## config.mk

```make
export PLATFORM = sky130hd
export DESIGN_NAME = uart_rx
export DESIGN_NICKNAME = d
export VERILOG_FILES = /design/src/rtl/uart_pkg.sv /design/src/rtl/uart_rx_sync.sv /design/src/rtl/uart_rx.sv
export SDC_FILE = /design/constraint.sdc
export NUM_CORES = 1
export LEC_CHECK = 0
export BUFFER_PORTS_ARGS = -buffer_cell sky130_fd_sc_hd__buf_4
export CORE_UTILIZATION = 57
export CTS_CLUSTER_SIZE = 12
export DETAILED_ROUTE_END_ITERATION = 8
export PLACE_DENSITY_LB_ADDON = 0.05
export SYNTH_ARGS = -nofsm -noshare
export SYNTH_HDL_FRONTEND = slang
export SYNTH_SLANG_ARGS = --single-unit
```

## constraint.sdc

```tcl
create_clock -name clk -period 2.3 [get_ports clk]
set_clock_uncertainty 0.2 [all_clocks]
set_input_delay 0.575 -clock clk [delete_from_list [all_inputs] [get_ports clk]]
set_output_delay 0.575 -clock clk [all_outputs]
set_load 0.005 [all_outputs]
```

## src/rtl/uart_pkg.sv

```systemverilog
// -----------------------------------------------------------------------------
// uart_pkg
// Types and constants shared by the UART receiver (uart_rx) and transmitter
// (uart_tx).
//
// Contents:
//   uart_state_e     frame state machine encoding (IDLE/START/DATA/PARITY/STOP)
//   CFG_* indices    bit positions of the fields inside the 5-bit cfg word
//   DATA_LEN_BASE    data-bit count for cfg[1:0]==2'b00 (5 bits)
//   calc_parity()    parity bit for a data word (even/odd)
// -----------------------------------------------------------------------------
package uart_pkg;

  // Frame state machine encoding
  typedef enum logic [2:0] {
    ST_IDLE   = 3'd0,
    ST_START  = 3'd1,
    ST_DATA   = 3'd2,
    ST_PARITY = 3'd3,
    ST_STOP   = 3'd4
  } uart_state_e;

  // Field positions inside the configuration word
  localparam int CFG_DBITS_LSB   = 0;  // [1:0] data bits, 00=5 .. 11=8
  localparam int CFG_DBITS_MSB   = 1;
  localparam int CFG_STOP_BIT    = 2;  // 0 = 1 stop bit, 1 = 2 stop bits
  localparam int CFG_PAR_EN_BIT  = 3;  // 1 = parity bit present
  localparam int CFG_PAR_ODD_BIT = 4;  // 0 = even, 1 = odd

  localparam int CFG_WIDTH = 5;

  // Data-bit count encoded by cfg[1:0] == 2'b00
  localparam logic [3:0] DATA_LEN_BASE = 4'd5;

  // Parity bit that a transmitter appends to 'data'. Unused upper data bits
  // must be zero so they do not disturb the XOR.
  function automatic logic calc_parity(input logic [7:0] data, input logic odd);
    return (^data) ^ odd;
  endfunction

endpackage : uart_pkg

```

## src/rtl/uart_rx_sync.sv

```systemverilog
// -----------------------------------------------------------------------------
// uart_rx_sync
// Two-flop synchronizer for the asynchronous serial input. Both flops reset
// to 1 so that a reset never looks like a start bit (line idles high).
//
// Ports:
//   clk      system clock
//   rst      asynchronous active-high reset
//   i_async  raw asynchronous serial line
//   o_sync   synchronized line (2 clk latency)
// -----------------------------------------------------------------------------
module uart_rx_sync (
  input  logic clk,
  input  logic rst,
  input  logic i_async,
  output logic o_sync
);

  logic r_meta;
  logic r_sync;

  // Two-stage metastability filter, idle-high reset value
  always_ff @(posedge clk or posedge rst) begin
    if (rst) begin
      r_meta <= 1'b1;
      r_sync <= 1'b1;
    end else begin
      r_meta <= i_async;
      r_sync <= r_meta;
    end
  end

  assign o_sync = r_sync;

endmodule : uart_rx_sync

```

## src/rtl/uart_rx.sv

```systemverilog
// -----------------------------------------------------------------------------
// uart_rx
// UART receiver with 16x oversampling. Supports 5..8 data bits, 1 or 2 stop
// bits and an optional parity bit. The configuration is latched at the start
// of every frame, so cfg_reg may change freely while a frame is in flight.
//
// Build option:
//   UART_RX_PARITY_CHECK_EN  when defined, the parity bit is checked and
//                            reported on parity_err. When undefined, the
//                            parity bit time is still consumed but its value
//                            is ignored and parity_err is tied to 0.
//
// Ports:
//   clk          system clock, rising edge
//   rst          asynchronous active-high reset
//   baud_tick16  one-clk pulse at 16x the baud rate
//   rx_enable    allows new frames to start (a running frame always finishes)
//   cfg_reg      [1:0] data bits, [2] stop bits, [3] parity en, [4] odd parity
//   rx           asynchronous serial line, idle high
//   rx_data      received word, LSB-aligned, unused upper bits 0
//   rx_valid     one-clk pulse at the end of each frame
//   rx_busy      high whenever the receiver is not IDLE
//   parity_err   parity mismatch on the last frame
//   frame_err    a stop bit was sampled low on the last frame
// -----------------------------------------------------------------------------
module uart_rx
  import uart_pkg::*;
(
  input  logic                 clk,
  input  logic                 rst,
  input  logic                 baud_tick16,
  input  logic                 rx_enable,
  input  logic [CFG_WIDTH-1:0] cfg_reg,
  input  logic                 rx,
  output logic [7:0]           rx_data,
  output logic                 rx_valid,
  output logic                 rx_busy,
  output logic                 parity_err,
  output logic                 frame_err
);

  // Synchronized line and edge detection
  logic w_rx;
  logic w_fall;
  logic r_rx_prev;
  logic r_fall_pend;
  logic w_fall_pend_next;

  // Frame state and counters
  uart_state_e          r_state;
  uart_state_e          w_state_next;
  logic [3:0]           r_tick_cnt;
  logic [3:0]           w_tick_next;
  logic [3:0]           r_bit_cnt;
  logic [3:0]           w_bit_next;
  logic [CFG_WIDTH-1:0] r_cfg;
  logic [CFG_WIDTH-1:0] w_cfg_next;
  logic [7:0]           r_shift;
  logic [7:0]           w_shift_next;
  logic                 r_frm_pend;
  logic                 w_frm_pend_next;

  // Registered outputs
  logic [7:0] r_rx_data;
  logic [7:0] w_rx_data_next;
  logic       r_rx_valid;
  logic       w_rx_valid_next;
  logic       r_rx_busy;
  logic       r_frame_err;
  logic       w_frame_err_next;

`ifdef UART_RX_PARITY_CHECK_EN
  logic r_par_pend;
  logic w_par_pend_next;
  logic r_parity_err;
  logic w_parity_err_next;
`endif

  // Helpers derived from the latched configuration
  logic       w_centre;
  logic [3:0] w_last_data_idx;
  logic [3:0] w_last_stop_idx;

  uart_rx_sync u_sync (
    .clk     (clk),
    .rst     (rst),
    .i_async (rx),
    .o_sync  (w_rx)
  );

  assign w_fall          = r_rx_prev & ~w_rx;
  // Tick counter restarts at 0 on the start-bit centre, so tick 15 of every
  // following 16-tick window lands on the next bit centre.
  assign w_centre        = baud_tick16 & (r_tick_cnt == 4'd15);
  assign w_last_data_idx = {2'b00, r_cfg[CFG_DBITS_MSB:CFG_DBITS_LSB]} + DATA_LEN_BASE - 4'd1;
  assign w_last_stop_idx = {3'b000, r_cfg[CFG_STOP_BIT]};

  // Next-state and datapath logic for the frame state machine
  always_comb begin
    w_state_next     = r_state;
    w_tick_next      = r_tick_cnt;
    w_bit_next       = r_bit_cnt;
    w_cfg_next       = r_cfg;
    w_shift_next     = r_shift;
    w_frm_pend_next  = r_frm_pend;
    w_rx_data_next   = r_rx_data;
    w_rx_valid_next  = 1'b0;
    w_frame_err_next = r_frame_err;
`ifdef UART_RX_PARITY_CHECK_EN
    w_par_pend_next   = r_par_pend;
    w_parity_err_next = r_parity_err;
`endif

    case (r_state)
      ST_IDLE: begin
        // r_fall_pend recovers an edge that arrived in the clk we came back
        if (rx_enable && !w_rx && (w_fall || r_fall_pend)) begin
          w_state_next    = ST_START;
          w_tick_next     = 4'd0;
          w_bit_next      = 4'd0;
          w_cfg_next      = cfg_reg;
          w_shift_next    = 8'd0;
          w_frm_pend_next = 1'b0;
`ifdef UART_RX_PARITY_CHECK_EN
          w_par_pend_next = 1'b0;
`endif
        end else begin
          w_state_next = ST_IDLE;
        end
      end

      ST_START: begin
        if (baud_tick16) begin
          if (r_tick_cnt == 4'd7) begin
            w_tick_next = 4'd0;
            // Still low at the start-bit centre: genuine start; otherwise a
            // glitch, dropped without touching any output.
            if (!w_rx) begin
              w_state_next = ST_DATA;
            end else begin
              w_state_next = ST_IDLE;
            end
          end else begin
            w_tick_next = r_tick_cnt + 4'd1;
          end
        end else begin
          w_tick_next = r_tick_cnt;
        end
      end

      ST_DATA: begin
        if (baud_tick16) begin
          w_tick_next = r_tick_cnt + 4'd1;
        end else begin
          w_tick_next = r_tick_cnt;
        end
        if (w_centre) begin
          w_shift_next[r_bit_cnt[2:0]] = w_rx;
          if (r_bit_cnt == w_last_data_idx) begin
            w_bit_next = 4'd0;
            if (r_cfg[CFG_PAR_EN_BIT]) begin
              w_state_next = ST_PARITY;
            end else begin
              w_state_next = ST_STOP;
            end
          end else begin
            w_bit_next = r_bit_cnt + 4'd1;
          end
        end else begin
          w_bit_next = r_bit_cnt;
        end
      end

      ST_PARITY: begin
        if (baud_tick16) begin
          w_tick_next = r_tick_cnt + 4'd1;
        end else begin
          w_tick_next = r_tick_cnt;
        end
        if (w_centre) begin
          w_state_next = ST_STOP;
`ifdef UART_RX_PARITY_CHECK_EN
          if (w_rx != calc_parity(r_shift, r_cfg[CFG_PAR_ODD_BIT])) begin
            w_par_pend_next = 1'b1;
          end else begin
            w_par_pend_next = r_par_pend;
          end
`endif
        end else begin
          w_state_next = ST_PARITY;
        end
      end

      ST_STOP: begin
        if (baud_tick16) begin
          w_tick_next = r_tick_cnt + 4'd1;
        end else begin
          w_tick_next = r_tick_cnt;
        end
        if (w_centre) begin
          if (r_bit_cnt == w_last_stop_idx) begin
            // Final stop sample: publish the frame in this same clk
            w_state_next     = ST_IDLE;
            w_tick_next      = 4'd0;
            w_bit_next       = 4'd0;
            w_rx_data_next   = r_shift;
            w_frame_err_next = r_frm_pend | ~w_rx;
            w_rx_valid_next  = 1'b1;
`ifdef UART_RX_PARITY_CHECK_EN
            w_parity_err_next = r_par_pend;
`endif
          end else begin
            w_bit_next      = r_bit_cnt + 4'd1;
            w_frm_pend_next = r_frm_pend | ~w_rx;
          end
        end else begin
          w_bit_next = r_bit_cnt;
        end
      end

      default: begin
        w_state_next = ST_IDLE;
        w_tick_next  = 4'd0;
        w_bit_next   = 4'd0;
      end
    endcase

    // An edge coinciding with the return to IDLE is remembered for one clk
    if ((r_state != ST_IDLE) && (w_state_next == ST_IDLE) && w_fall) begin
      w_fall_pend_next = 1'b1;
    end else begin
      w_fall_pend_next = 1'b0;
    end
  end

  // State, counters, datapath and registered outputs
  always_ff @(posedge clk or posedge rst) begin
    if (rst) begin
      r_state     <= ST_IDLE;
      r_tick_cnt  <= 4'd0;
      r_bit_cnt   <= 4'd0;
      r_cfg       <= {CFG_WIDTH{1'b0}};
      r_shift     <= 8'd0;
      r_frm_pend  <= 1'b0;
      r_rx_prev   <= 1'b1;
      r_fall_pend <= 1'b0;
      r_rx_data   <= 8'd0;
      r_rx_valid  <= 1'b0;
      r_rx_busy   <= 1'b0;
      r_frame_err <= 1'b0;
`ifdef UART_RX_PARITY_CHECK_EN
      r_par_pend   <= 1'b0;
      r_parity_err <= 1'b0;
`endif
    end else begin
      r_state     <= w_state_next;
      r_tick_cnt  <= w_tick_next;
      r_bit_cnt   <= w_bit_next;
      r_cfg       <= w_cfg_next;
      r_shift     <= w_shift_next;
      r_frm_pend  <= w_frm_pend_next;
      r_rx_prev   <= w_rx;
      r_fall_pend <= w_fall_pend_next;
      r_rx_data   <= w_rx_data_next;
      r_rx_valid  <= w_rx_valid_next;
      r_rx_busy   <= (w_state_next != ST_IDLE);
      r_frame_err <= w_frame_err_next;
`ifdef UART_RX_PARITY_CHECK_EN
      r_par_pend   <= w_par_pend_next;
      r_parity_err <= w_parity_err_next;
`endif
    end
  end

  assign rx_data   = r_rx_data;
  assign rx_valid  = r_rx_valid;
  assign rx_busy   = r_rx_busy;
  assign frame_err = r_frame_err;
`ifdef UART_RX_PARITY_CHECK_EN
  assign parity_err = r_parity_err;
`else
  assign parity_err = 1'b0;
`endif

endmodule : uart_rx

```

==> results of run 1 <==
[area by class of cell]
class                      count  area, um2
inverter                       9       33.8
multi-input combinational    137        907
clock inverter                 1       5.00
timing repair buffer          25        200
clock buffer                   7       45.0
fill                         242        927
sequential                    39        980
tap                           44       55.1
[registers in the layout, summed over array words and instances (netlist names)]
signal	cells
r_frm_pend	1
r_tick_cnt	4
r_shift	8
u_sync.o_sync	1
r_fall_pend	1
u_sync.r_meta	1
rx_valid	1
r_state	3
r_bit_cnt	4
rx_data	8
rx_busy	1
r_rx_prev	1
frame_err	1
r_cfg	4
[synthesized netlist by cell type (all sizes together) (2+ instances only)]
cell type   n
dfrtp      36
o21ai      24
nand2      20
mux2       12
nor2       12
inv         9
nand3       8
a21oi       5
a31oi       5
buf         4
clkbuf      4
nand2b      4
a211oi      3
dfstp       3
nand4       3
nor2b       3
o21a        3
o31ai       3
xor2        3
a211o       2
and4        2
ha          2
nand3b      2
nor3        2
nor3b       2
or3         2
xnor2       2
[worst register-to-register path, cell delays in order, from the launching register on]
cell                       delay [ps]
sky130_fd_sc_hd__dfstp_2          440
sky130_fd_sc_hd__nand2b_1         240
sky130_fd_sc_hd__or3_1            370
sky130_fd_sc_hd__a211o_1          390
sky130_fd_sc_hd__o21ai_0          180
sky130_fd_sc_hd__o21ai_0          110
[routing by layer]
layer	wire, um	part of all wire	up-vias
li1	-	-	745
met1	1700	0.44	738
met2	1820	0.47	67
met3	241	0.063	11
met4	91	0.024	0
met5	0	0	-
[power groups by stage]
| stage | Sequential, mW | Combinational (mW) | Clock, mW |
|---|---|---|---|
| after floorplan | 0.868 | 0.497 | 0 |
| after global placement | 0.933 | 0.545 | 0 |
| after detailed placement | 0.944 | 0.564 | 0 |
| after CTS | 0.930 | 0.568 | 0.337 |
| after global routing | 0.951 | 0.641 | 0.372 |
| final | 0.933 | 0.571 | 0.331 |
[worst max-delay path by stage]
stage                             start     endpoint  slack [ps]  cells after the start
after floorplan            r_bit_cnt[1]   rx_data[0]         350                      6
after global placement        rx_enable   r_shift[5]         210                      6
after detailed placement      rx_enable   r_shift[2]         170                      6
after CTS                  r_bit_cnt[1]  r_fall_pend         250                      4
after global routing         r_state[2]   r_shift[2]         120                      5
final                     u_sync.o_sync   r_shift[2]         250                      5
[cells by family (layout without fill, tap and decap cells)]
logic type	count (synthesis)	in the layout	share of synthesized area
multiplexers	12	12	0.0688
buffers and inverters	17	42	0.0395
other	1	1	0.00191
AO/OA/AOI/OAI	53	53	0.183
flip-flops	39	39	0.499
AND/OR/NAND/NOR	64	64	0.173
XOR/XNOR	5	5	0.0223
adder cells (fa/ha/maj)	2	2	0.0127
==> Flow_metrics.wiki, run 1 <==
{| class="wikitable"
! Metric !! Value
|-
| Largest net degree at the start of global routing || 28
|-
| Width of the die || between 60 and 70 um
|-
| Number of port buffers || 19
|-
| Number of unique standard cell types used by synthesis || 47
|-
| Met1 usage in global routing || 0.323
|-
| Worst EP required || approximately 2300 ps
|-
| CTS tree || done
|-
| R2r startpoint || u_sync.o_sync
|-
| Count of flip-flops with a built-in enable after synthesis || 0
|-
| Worst-case register-to-register setup slack || ~250 ps
|-
| Cell repeated most along the worst path || sky130_fd_sc_hd__o21ai_0
|-
| Worst r2r path cells || 5
|-
| Core area || 3150 um2
|-
| Maximum clock frequency || a little under 500 MHz
|-
| Fin cells || roughly 260
|-
| Actual transition at the worst max-transition pin || slightly above 600 ps
|-
| Post-CTS Repair Setup Buffers || 0
|-
| Bufs on Longest Clock Path || 2
|-
| Latest clock arrival within the worst-skew pair || ~340 ps
|-
| Clock transition time at the flip-flop clock pins of the worst setup and hold paths || between 100 and 150 ps
|-
| Final cycle utilization of the critical path || 0.892
|-
| Avg Inst Size Synth || 10.2 um2
|-
| Share of the synthesized area in the top cell type || 0.459
|-
| Number of inserted diodes || 0
|-
| Pwr/cell area || ~800 nW/um2
|-
| Power after layout || roughly 1.8 mW
|-
| Int Pwr || between 1 and 1.5 mW
|-
| Tightest hold margin || approximately 73 ps
|-
| Data arrival time of the critical path || roughly 2100 ps
|-
| Leading cell types in the layout, fill and taps excluded || 36 x sky130_fd_sc_hd__dfrtp_1, 24 x sky130_fd_sc_hd__buf_4, 20 x sky130_fd_sc_hd__nand2_1
|-
| Final setup viols || 0
|-
| Final critical-path setup slack || roughly 250 ps
|-
| DRC Markers || 0
|-
| Peak per-stage delay on the critical path || 440 ps
|-
| Post-route ant nets || 0
|-
| Overall Global Routing Usage || 0.250
|-
| Sequential group share of total power || 0.509
|-
| Switching part of the total power || 0.369
|-
| Number of design-rule violations left by the first detailed-router iteration || 54
|-
| Switching component of the power || approximately 0.68 mW
|-
| Top Family by Delay on Critical Path || compound AO/OA/AOI/OAI gates
|-
| Post-synthesis instance area || between 1500 and 2000 um2
|-
| Max-cap violation count || 0
|-
| # rows || 20
|-
| Worst slack after detailed placement || 167 ps
|-
| Estimated wirelength of the detail-placed design || approximately 2900 um
|-
| Die Y-Extent || roughly 61 um
|-
| Overflow after GRT || 0
|-
| Vias per Instance || between 5 and 6
|-
| Routed wirelength normalized by instance count || about 15 um
|-
| Most common library cell in the layout ignoring fill and taps || sky130_fd_sc_hd__dfrtp_1
|-
| Synthesized Nets || approximately 210
|-
| Clock sinks || 39
|-
| Outcome || finished clean
|-
| Placed Instance Area || about 2200 um2
|-
| Number of hold buffers added after cts || 0
|-
| Number of antenna violations at the first check in global routing || 0
|-
| Part of the power in combinational logic || 0.311
|-
| Static leakage || a little over 1 nW
|-
| Length of the first detailed-routing pass in iterations || 5
|-
| Count of warnings emitted by yosys || 0
|-
| Main flop type after synthesis || sky130_fd_sc_hd__dfrtp_1
|-
| DIE AREA || 3690 um2
|-
| Total buffers and inverters traversed by the critical path || 0
|-
| Period minus WS final || between 2000 and 2500 ps
|-
| Core utilization of the finished layout || 0.706
|-
| Number of top-level pins || 22
|-
| Placed cell count || approximately 250
|-
| Slew headroom || 0.593
|-
| Cells after Synth || between 150 and 200
|-
| Setup CP Type || flip-flop to flip-flop
|-
| H-Tree Depth || 2
|-
| Number of gates resized after cts || 0
|-
| Kind of path behind the tightest hold check || input pin to asynchronous set/reset pin
|-
| Synth-to-layout area growth || 13.3%
|-
| Unrepaired setup endpoints after global routing || no
|-
| Library cell with the largest summed area after synthesis || sky130_fd_sc_hd__dfrtp_1
|-
| Number of global-route vias before repair || around 1400
|-
| Global-route track usage on met2 || 0.400
|-
| Critical Path Slowest Stage Cell || sky130_fd_sc_hd__dfstp_2
|-
| Crit-path max FO || 9
|-
| Clock root buffer || sky130_fd_sc_hd__clkbuf_4
|-
| Asr flop ratio synth || 1.00
|-
| GP Congestion || just under 0.9
|-
| Post-layout net count || ~230
|-
| Worst Setup End Kind || flip-flop
|-
| Total negative slack for setup checks || 0 ps
|-
| Fin. max-slew vios || 0
|-
| Via count of the routed design || roughly 1600
|-
| Fraction of layout cells with a size suffix above 1 || 0.216
|-
| Effective utilization at floorplan || 0.623
|-
| Highest ir drop seen on vdd || about 0.00053 V
|-
| Most congested layer reported by global routing || met2
|-
| Met3 track demand over resource || 0.0661
|-
| Number of clock buffers inserted by TritonCTS || 5
|-
| Sort of element at the start of the critical path || flip-flop
|-
| Count of final hold-check violations || 0
|-
| Sequential share of the synthesized area || 0.499
|-
| #FFs+latches synth || 39
|-
| Ranking of synthesized cells by area || sky130_fd_sc_hd__dfrtp_1 46%, sky130_fd_sc_hd__o21ai_0 4.3%, sky130_fd_sc_hd__dfstp_2 4.0%, sky130_fd_sc_hd__mux2_1 4.0%, sky130_fd_sc_hd__nand2_1 3.8%
|-
| Global-route wire length before repair || ~6600 um
|-
| Cells along the critical path || nand2b_1 > or3_1 > a211o_1 > o21ai_0 > o21ai_0
|-
| Clock network power share || 0.180
|-
| RR Endpoint || r_shift[2]
|-
| Routed Wire Length || between 3000 and 4000 um
|-
| Post-route cell area || roughly 2200 um2
|}
(Power assumes the default switching activity.)
==> run 2, diff against run 1 <==
==> config.mk (replaced) <==
export PLATFORM = sky130hd
export DESIGN_NAME = uart_rx
export DESIGN_NICKNAME = d
export VERILOG_FILES = /design/src/rtl/uart_pkg.sv /design/src/rtl/uart_rx_sync.sv /design/src/rtl/uart_rx.sv
export SDC_FILE = /design/constraint.sdc
export NUM_CORES = 1
export LEC_CHECK = 0
export CAP_MARGIN = 20
export CORE_UTILIZATION = 58
export CTS_CLUSTER_SIZE = 12
export DETAILED_ROUTE_END_ITERATION = 8
export DONT_BUFFER_PORTS = 1
export PLACE_DENSITY = 0.71
export SYNTH_ARGS = -nofsm -noshare
export SYNTH_HDL_FRONTEND = slang
export SYNTH_SLANG_ARGS = --single-unit
==> run 2 against run 1 <==
  * First-iteration DRC count grew 19%
  * Non-clock buffer count shrank 17
  * Setup slack lost 23 ps
  * Largest power group unchanged
  * Clock power is essentially flat
  * Via count shrank 6.1%
  * Utilization shrank 3.8 points
  * Critical path depth grew 1
  * Largest cell class unchanged
  * Worst hold slack lost 61 ps
==> Flow_metrics.wiki, run 2 (synthesis results as in run 1) <==
{| class="wikitable"
! Metric !! Value
|-
| Clock transition time at the flip-flop clock pins of the worst setup and hold paths || between 100 and 150 ps
|-
| Largest net degree at the start of global routing || 40
|-
| Count of fill cells added during filler insertion || roughly 260
|-
| Slew headroom || 0.577
|-
| Count of final hold-check violations || 0
|-
| Number of inserted diodes || 0
|-
| Number of port buffers || 0
|-
| Pwr/cell area || between 800 and 900 nW/um2
|-
| Static leakage || ~0.93 nW
|-
| Global-route wire length before repair || slightly above 6000 um
|-
| Routed Wire Length || between 3000 and 4000 um
|-
| Bufs on Longest Clock Path || 2
|-
| # rows || 20
|-
| Number of global-route vias before repair || 1326
|-
| Data arrival time of the critical path || about 2100 ps
|-
| Area taken by flip-flops and latches || between 900 and 1000 um2
|-
| Actual transition at the worst max-transition pin || between 600 and 700 ps
|-
| Post-layout net count || approximately 210
|-
| Number of antenna violations at the first check in global routing || 0
|-
| Effective utilization at floorplan || 0.628
|-
| Multi-input gate area in the final layout || slightly above 900 um2
|-
| CTS tree || done
|-
| Number of gates resized after cts || 0
|-
| Vias per Instance || approximately 6
|-
| Clock root buffer || sky130_fd_sc_hd__clkbuf_4
|-
| Post-route ant nets || 0
|-
| Final cycle utilization of the critical path || 0.902
|-
| GP Congestion || approximately 0.86
|-
| Number of top-level pins || 22
|-
| Sort of element at the start of the critical path || flip-flop
|-
| Clock sinks || 39
|-
| Final setup viols || 0
|-
| Number of design-rule violations left by the first detailed-router iteration || 64
|-
| Overall Global Routing Usage || 0.233
|-
| Routed wirelength normalized by instance count || around 15 um
|-
| Tightest hold margin || between 10 and 15 ps
|-
| Fin. max-slew vios || 0
|-
| Synth-to-layout area growth || 6.31%
|-
| Final critical-path setup slack || ~220 ps
|-
| Length of the first detailed-routing pass in iterations || 4
|-
| Period minus WS final || 2080 ps
|-
| Fraction of layout cells with a size suffix above 1 || 0.144
|-
| Leading cell types in the layout, fill and taps excluded || 36 x sky130_fd_sc_hd__dfrtp_1, 20 x sky130_fd_sc_hd__nand2_1, 17 x sky130_fd_sc_hd__o21ai_0
|-
| Estimated wirelength of the detail-placed design || roughly 2700 um
|-
| Worst Setup End Kind || flip-flop
|-
| H-Tree Depth || 2
|-
| Overflow after GRT || 0
|-
| Via count of the routed design || approximately 1500
|-
| Highest ir drop seen on vdd || just under 0.0005 V
|-
| Latest clock arrival within the worst-skew pair || 350 ps
|-
| Width of the die || 60.2 um
|-
| Kind of path behind the tightest hold check || input pin to asynchronous set/reset pin
|-
| Die Y-Extent || 60.2 um
|-
| Total negative slack for setup checks || 0 ps
|-
| Max-cap violation count || 0
|-
| DIE AREA || 3620 um2
|-
| Setup CP Type || flip-flop to flip-flop
|-
| Worst EP required || between 2000 and 2500 ps
|-
| DRC Markers || 0
|-
| Most common library cell in the layout ignoring fill and taps || sky130_fd_sc_hd__dfrtp_1
|-
| Worst slack after detailed placement || 174 ps
|-
| Core area || ~3100 um2
|-
| Maximum clock frequency || around 480 MHz
|-
| Outcome || finished clean
|-
| Number of clock buffers inserted by TritonCTS || 5
|-
| Unrepaired setup endpoints after global routing || no
|-
| Crit-path max FO || 7
|}
[run 2: cell types whose count changed in the layout (fill, tap and decap cells not counted), sizes merged]
cell / change
buf: -18
dlygate4sd3: +1
[run 2: metrics by stage]
stage | instances | instance area, um2 | power (mW) | util
6_report | 245 | 2090 | 1.81 | 0.668
5_1_grt | 245 | 2090 | 1.94 | 0.668
4_1_cts | 241 | 2060 | 1.81 | 0.657
3_5_place_dp | 233 | 2010 | 1.48 | 0.641
3_3_place_gp | 233 | 2010 | 1.45 | 0.641
2_1_floorplan | 193 | 1960 | 1.37 | -
[run 2: cell type report]
class | count | share of cell area
Tap cell | 44 | 0.0264
Clock inverter | 1 | 0.00240
Clock buffer | 7 | 0.0216
Inverter | 9 | 0.0162
Timing Repair Buffer | 8 | 0.0300
Sequential cell | 39 | 0.469
Multi-Input combinational cell | 137 | 0.434
[run 2: power breakdown]
| part | switching [mW] | internal (mW) |
|---|---|---|
| combinational | 0.309 | 0.236 |
| sequential | 0.143 | 0.789 |
| clock | 0.214 | 0.119 |
| total | 0.666 | 1.14 |
[run 2: metal layers]
metal  vias up  part of all wire  track usage
met5         -                 0            0
met4         0             0.014       0.0997
met3         5             0.051       0.0455
met2        54              0.47        0.355
met1       697              0.47        0.322
li1        709                 -            -
[run 2: path summary, 6_finish.rpt]
check | start | to | slack (ps) | cells past startpoint
max | r_tick_cnt[0] | r_shift[4] | 220 | 6
min | rst | r_tick_cnt[0] | 10 | 2
max reg2reg | r_tick_cnt[0] | r_shift[4] | 220 | 6
min reg2reg | u_sync.r_meta | u_sync.o_sync | 160 | 0
max in group asynchronous | rst | r_rx_prev | 1520 | 2
min in group clk | baud_tick16 | r_tick_cnt[0] | 160 | 2
[run 2: critical path, cell delays in order (launching register included)]
cell,delay (ps)
sky130_fd_sc_hd__dfrtp_1,410
sky130_fd_sc_hd__ha_1,240
sky130_fd_sc_hd__and4_1,370
sky130_fd_sc_hd__nand2_1,90
sky130_fd_sc_hd__a211o_1,350
sky130_fd_sc_hd__o21ai_0,190
sky130_fd_sc_hd__o21ai_0,110
[run 2: repair_timing]
item,4_1_cts,5_1_grt
buffers inserted,0,3
hold endpoints to repair,0,1
hold buffers,0,1
setup endpoints to repair,0,1
==> run 3, diff against run 2 <==
--- a/config.mk
+++ b/config.mk
@@ -6,11 +6,13 @@
 export NUM_CORES = 1
 export LEC_CHECK = 0
 export CAP_MARGIN = 20
-export CORE_UTILIZATION = 58
+export CELL_PAD_IN_SITES_DETAIL_PLACEMENT = 1
+export CELL_PAD_IN_SITES_GLOBAL_PLACEMENT = 1
+export CORE_UTILIZATION = 49
 export CTS_CLUSTER_SIZE = 12
 export DETAILED_ROUTE_END_ITERATION = 8
 export DONT_BUFFER_PORTS = 1
-export PLACE_DENSITY = 0.71
+export PLACE_DENSITY = 0.75
 export SYNTH_ARGS = -nofsm -noshare
 export SYNTH_HDL_FRONTEND = slang
 export SYNTH_SLANG_ARGS = --single-unit
==> run 3 against run 2 <==
  * Critical path depth down 1
  * Power up 16%
  * Fmax down 3.4%
  * Routed wire length up 25%
  * Critical path type unchanged
  * Critical endpoint is now r_shift[3]
==> Flow_metrics.wiki, run 3 (synthesis results as in run 1) <==
{| class="wikitable"
! Metric !! Value
|-
| Overall Global Routing Usage || 0.245
|-
| Worst EP required || roughly 2300 ps
|-
| Number of antenna violations at the first check in global routing || 0
|-
| Pwr/cell area || 978 nW/um2
|-
| Count of final hold-check violations || 0
|-
| DR WL met2 || around 2200 um
|-
| Post-route ant nets || 0
|-
| Highest ir drop seen on vdd || around 0.0005 V
|-
| # rows || 22
|-
| Switching part of the total power || 0.344
|-
| DRC Markers || 0
|-
| Total negative slack for setup checks || 0 ps
|-
| Bufs on Longest Clock Path || 2
|-
| Vias per Instance || 6.10
|-
| Kind of path behind the tightest hold check || input pin to flip-flop
|-
| Int Pwr || 1.38 mW
|-
| Length of the first detailed-routing pass in iterations || 4
|-
| Clock sinks || 39
|-
| Switching component of the power || just over 0.7 mW
|-
| Clock network power share || 0.279
|-
| Number of gates resized after cts || 0
|-
| H-Tree Depth || 2
|-
| DIE AREA || about 4300 um2
|-
| Sequential group share of total power || 0.448
|-
| Count of fill cells added during filler insertion || about 450
|-
| Overflow after GRT || 0
|-
| Worst hold path startpoint || rx
|-
| Number of clock buffers inserted by TritonCTS || 5
|-
| Most common library cell in the layout ignoring fill and taps || sky130_fd_sc_hd__dfrtp_1
|-
| Core area || around 3700 um2
|-
| Power after layout || roughly 2.1 mW
|-
| Unrepaired setup endpoints after global routing || no
|-
| Number of hold buffers added after cts || 0
|-
| Largest net degree at the start of global routing || 40
|-
| Multi-input gate area in the final layout || slightly above 900 um2
|-
| Via count of the routed design || ~1500
|-
| Outcome || finished clean
|-
| Max-cap violation count || 0
|-
| Routed Wire Length || between 4000 and 5000 um
|-
| Number of port buffers || 0
|-
| Crit-path max FO || 9
|-
| Top Family by Delay on Critical Path || compound AO/OA/AOI/OAI gates
|-
| Actual transition at the worst max-transition pin || approximately 540 ps
|-
| CTS tree || done
|-
| Maximum clock frequency || about 470 MHz
|-
| Die Y-Extent || 65.3 um
|-
| R2r startpoint || u_sync.o_sync
|-
| Worst setup path startpoint || u_sync.o_sync
|-
| Synth-to-layout area growth || 9.11%
|-
| Fin. max-slew vios || 0
|-
| Worst slack after detailed placement || around 180 ps
|-
| Top layer in use || met4
|-
| Final cycle utilization of the critical path || 0.934
|-
| Fraction of layout cells with a size suffix above 1 || 0.151
|-
| Estimated wirelength of the detail-placed design || around 3400 um
|-
| Clock root buffer || sky130_fd_sc_hd__clkbuf_8
|-
| Clock transition time at the flip-flop clock pins of the worst setup and hold paths || about 70 ps
|-
| Peak per-stage delay on the critical path || ~430 ps
|-
| Sort of element at the start of the critical path || flip-flop
|-
| Final setup viols || 0
|-
| Post-layout net count || 210
|-
| Effective utilization at floorplan || 0.525
|-
| WL met1 || 2010 um
|-
| Amount of wire on met3 after detailed routing || roughly 230 um
|-
| Critical Path Slowest Stage Cell || sky130_fd_sc_hd__dfstp_2
|-
| Routed wirelength normalized by instance count || between 15 and 20 um
|-
| Post-CTS Repair Setup Buffers || 0
|-
| Latest clock arrival within the worst-skew pair || 290 ps
|-
| Number of global-route vias before repair || 1593
|-
| Number of top-level pins || 22
|-
| Width of the die || roughly 65 um
|-
| Part of the power in combinational logic || 0.273
|-
| Number of inserted diodes || 0
|-
| Area taken by flip-flops and latches || ~980 um2
|-
| Number of design-rule violations left by the first detailed-router iteration || 54
|-
| Cells along the critical path || nand2b_1 > or3_1 > a211o_1 > o21ai_0 > o21ai_0
|-
| Slew headroom || 0.640
|-
| Leading cell types in the layout, fill and taps excluded || 36 x sky130_fd_sc_hd__dfrtp_1, 20 x sky130_fd_sc_hd__nand2_1, 17 x sky130_fd_sc_hd__o21ai_0
|-
| Total buffers and inverters traversed by the critical path || 0
|-
| Final critical-path setup slack || 153 ps
|-
| Global-route wire length before repair || roughly 8000 um
|-
| Setup CP Type || flip-flop to flip-flop
|-
| Period minus WS final || around 2100 ps
|-
| GP Congestion || around 0.86
|-
| Data arrival time of the critical path || around 2100 ps
|-
| Static leakage || about 0.95 nW
|-
| Cell repeated most along the worst path || sky130_fd_sc_hd__o21ai_0
|-
| Worst Setup End Kind || flip-flop
|}
run 3: stage by stage:
step | instances | utilization | hold WS, ps | area (um2)
finish | 247 | 0.573 | 75.8 | 2140
floorplan | 193 | - | 145 | 1960
global route | 247 | 0.573 | 63.2 | 2140
CTS | 247 | 0.573 | 66.8 | 2140
detailed placement | 239 | 0.541 | 150 | 2030
global placement | 239 | 0.541 | 148 | 2030
run 3: final cells by class:
| class | instances | area share |
|---|---|---|
| tap | 48 | 0.0280 |
| clock buffer | 6 | 0.0385 |
| sequential | 39 | 0.457 |
| multi-input combinational | 137 | 0.423 |
| inverter | 9 | 0.0158 |
| clock inverter | 2 | 0.0163 |
| timing repair buffer | 6 | 0.0210 |
run 3: worst paths after layout:
path                                  to  slack [ps]  depth (start not counted)
min reg2reg                u_sync.o_sync         160                          0
max in group asynchronous  u_sync.r_meta        1440                          2
max reg2reg                   r_shift[3]         150                          5
min                        u_sync.r_meta          80                          0
max                           r_shift[3]         150                          5
min in group asynchronous        rx_busy          90                          2
run 3: per-layer routing:
metal,vias to the layer above,track usage
met5,-,0
met3,12,0.0608
li1,704,-
met4,0,0.0788
met1,752,0.315
met2,39,0.405
run 3: power by group through the flow:
stage               registers, mW  clock network [mW]  logic [mW]
floorplan                   0.868                   0       0.497
global placement            0.939                   0       0.533
detailed placement          0.945                   0       0.568
CTS                         0.935               0.600       0.574
global route                0.961               0.624       0.650
finish                      0.940               0.586       0.572
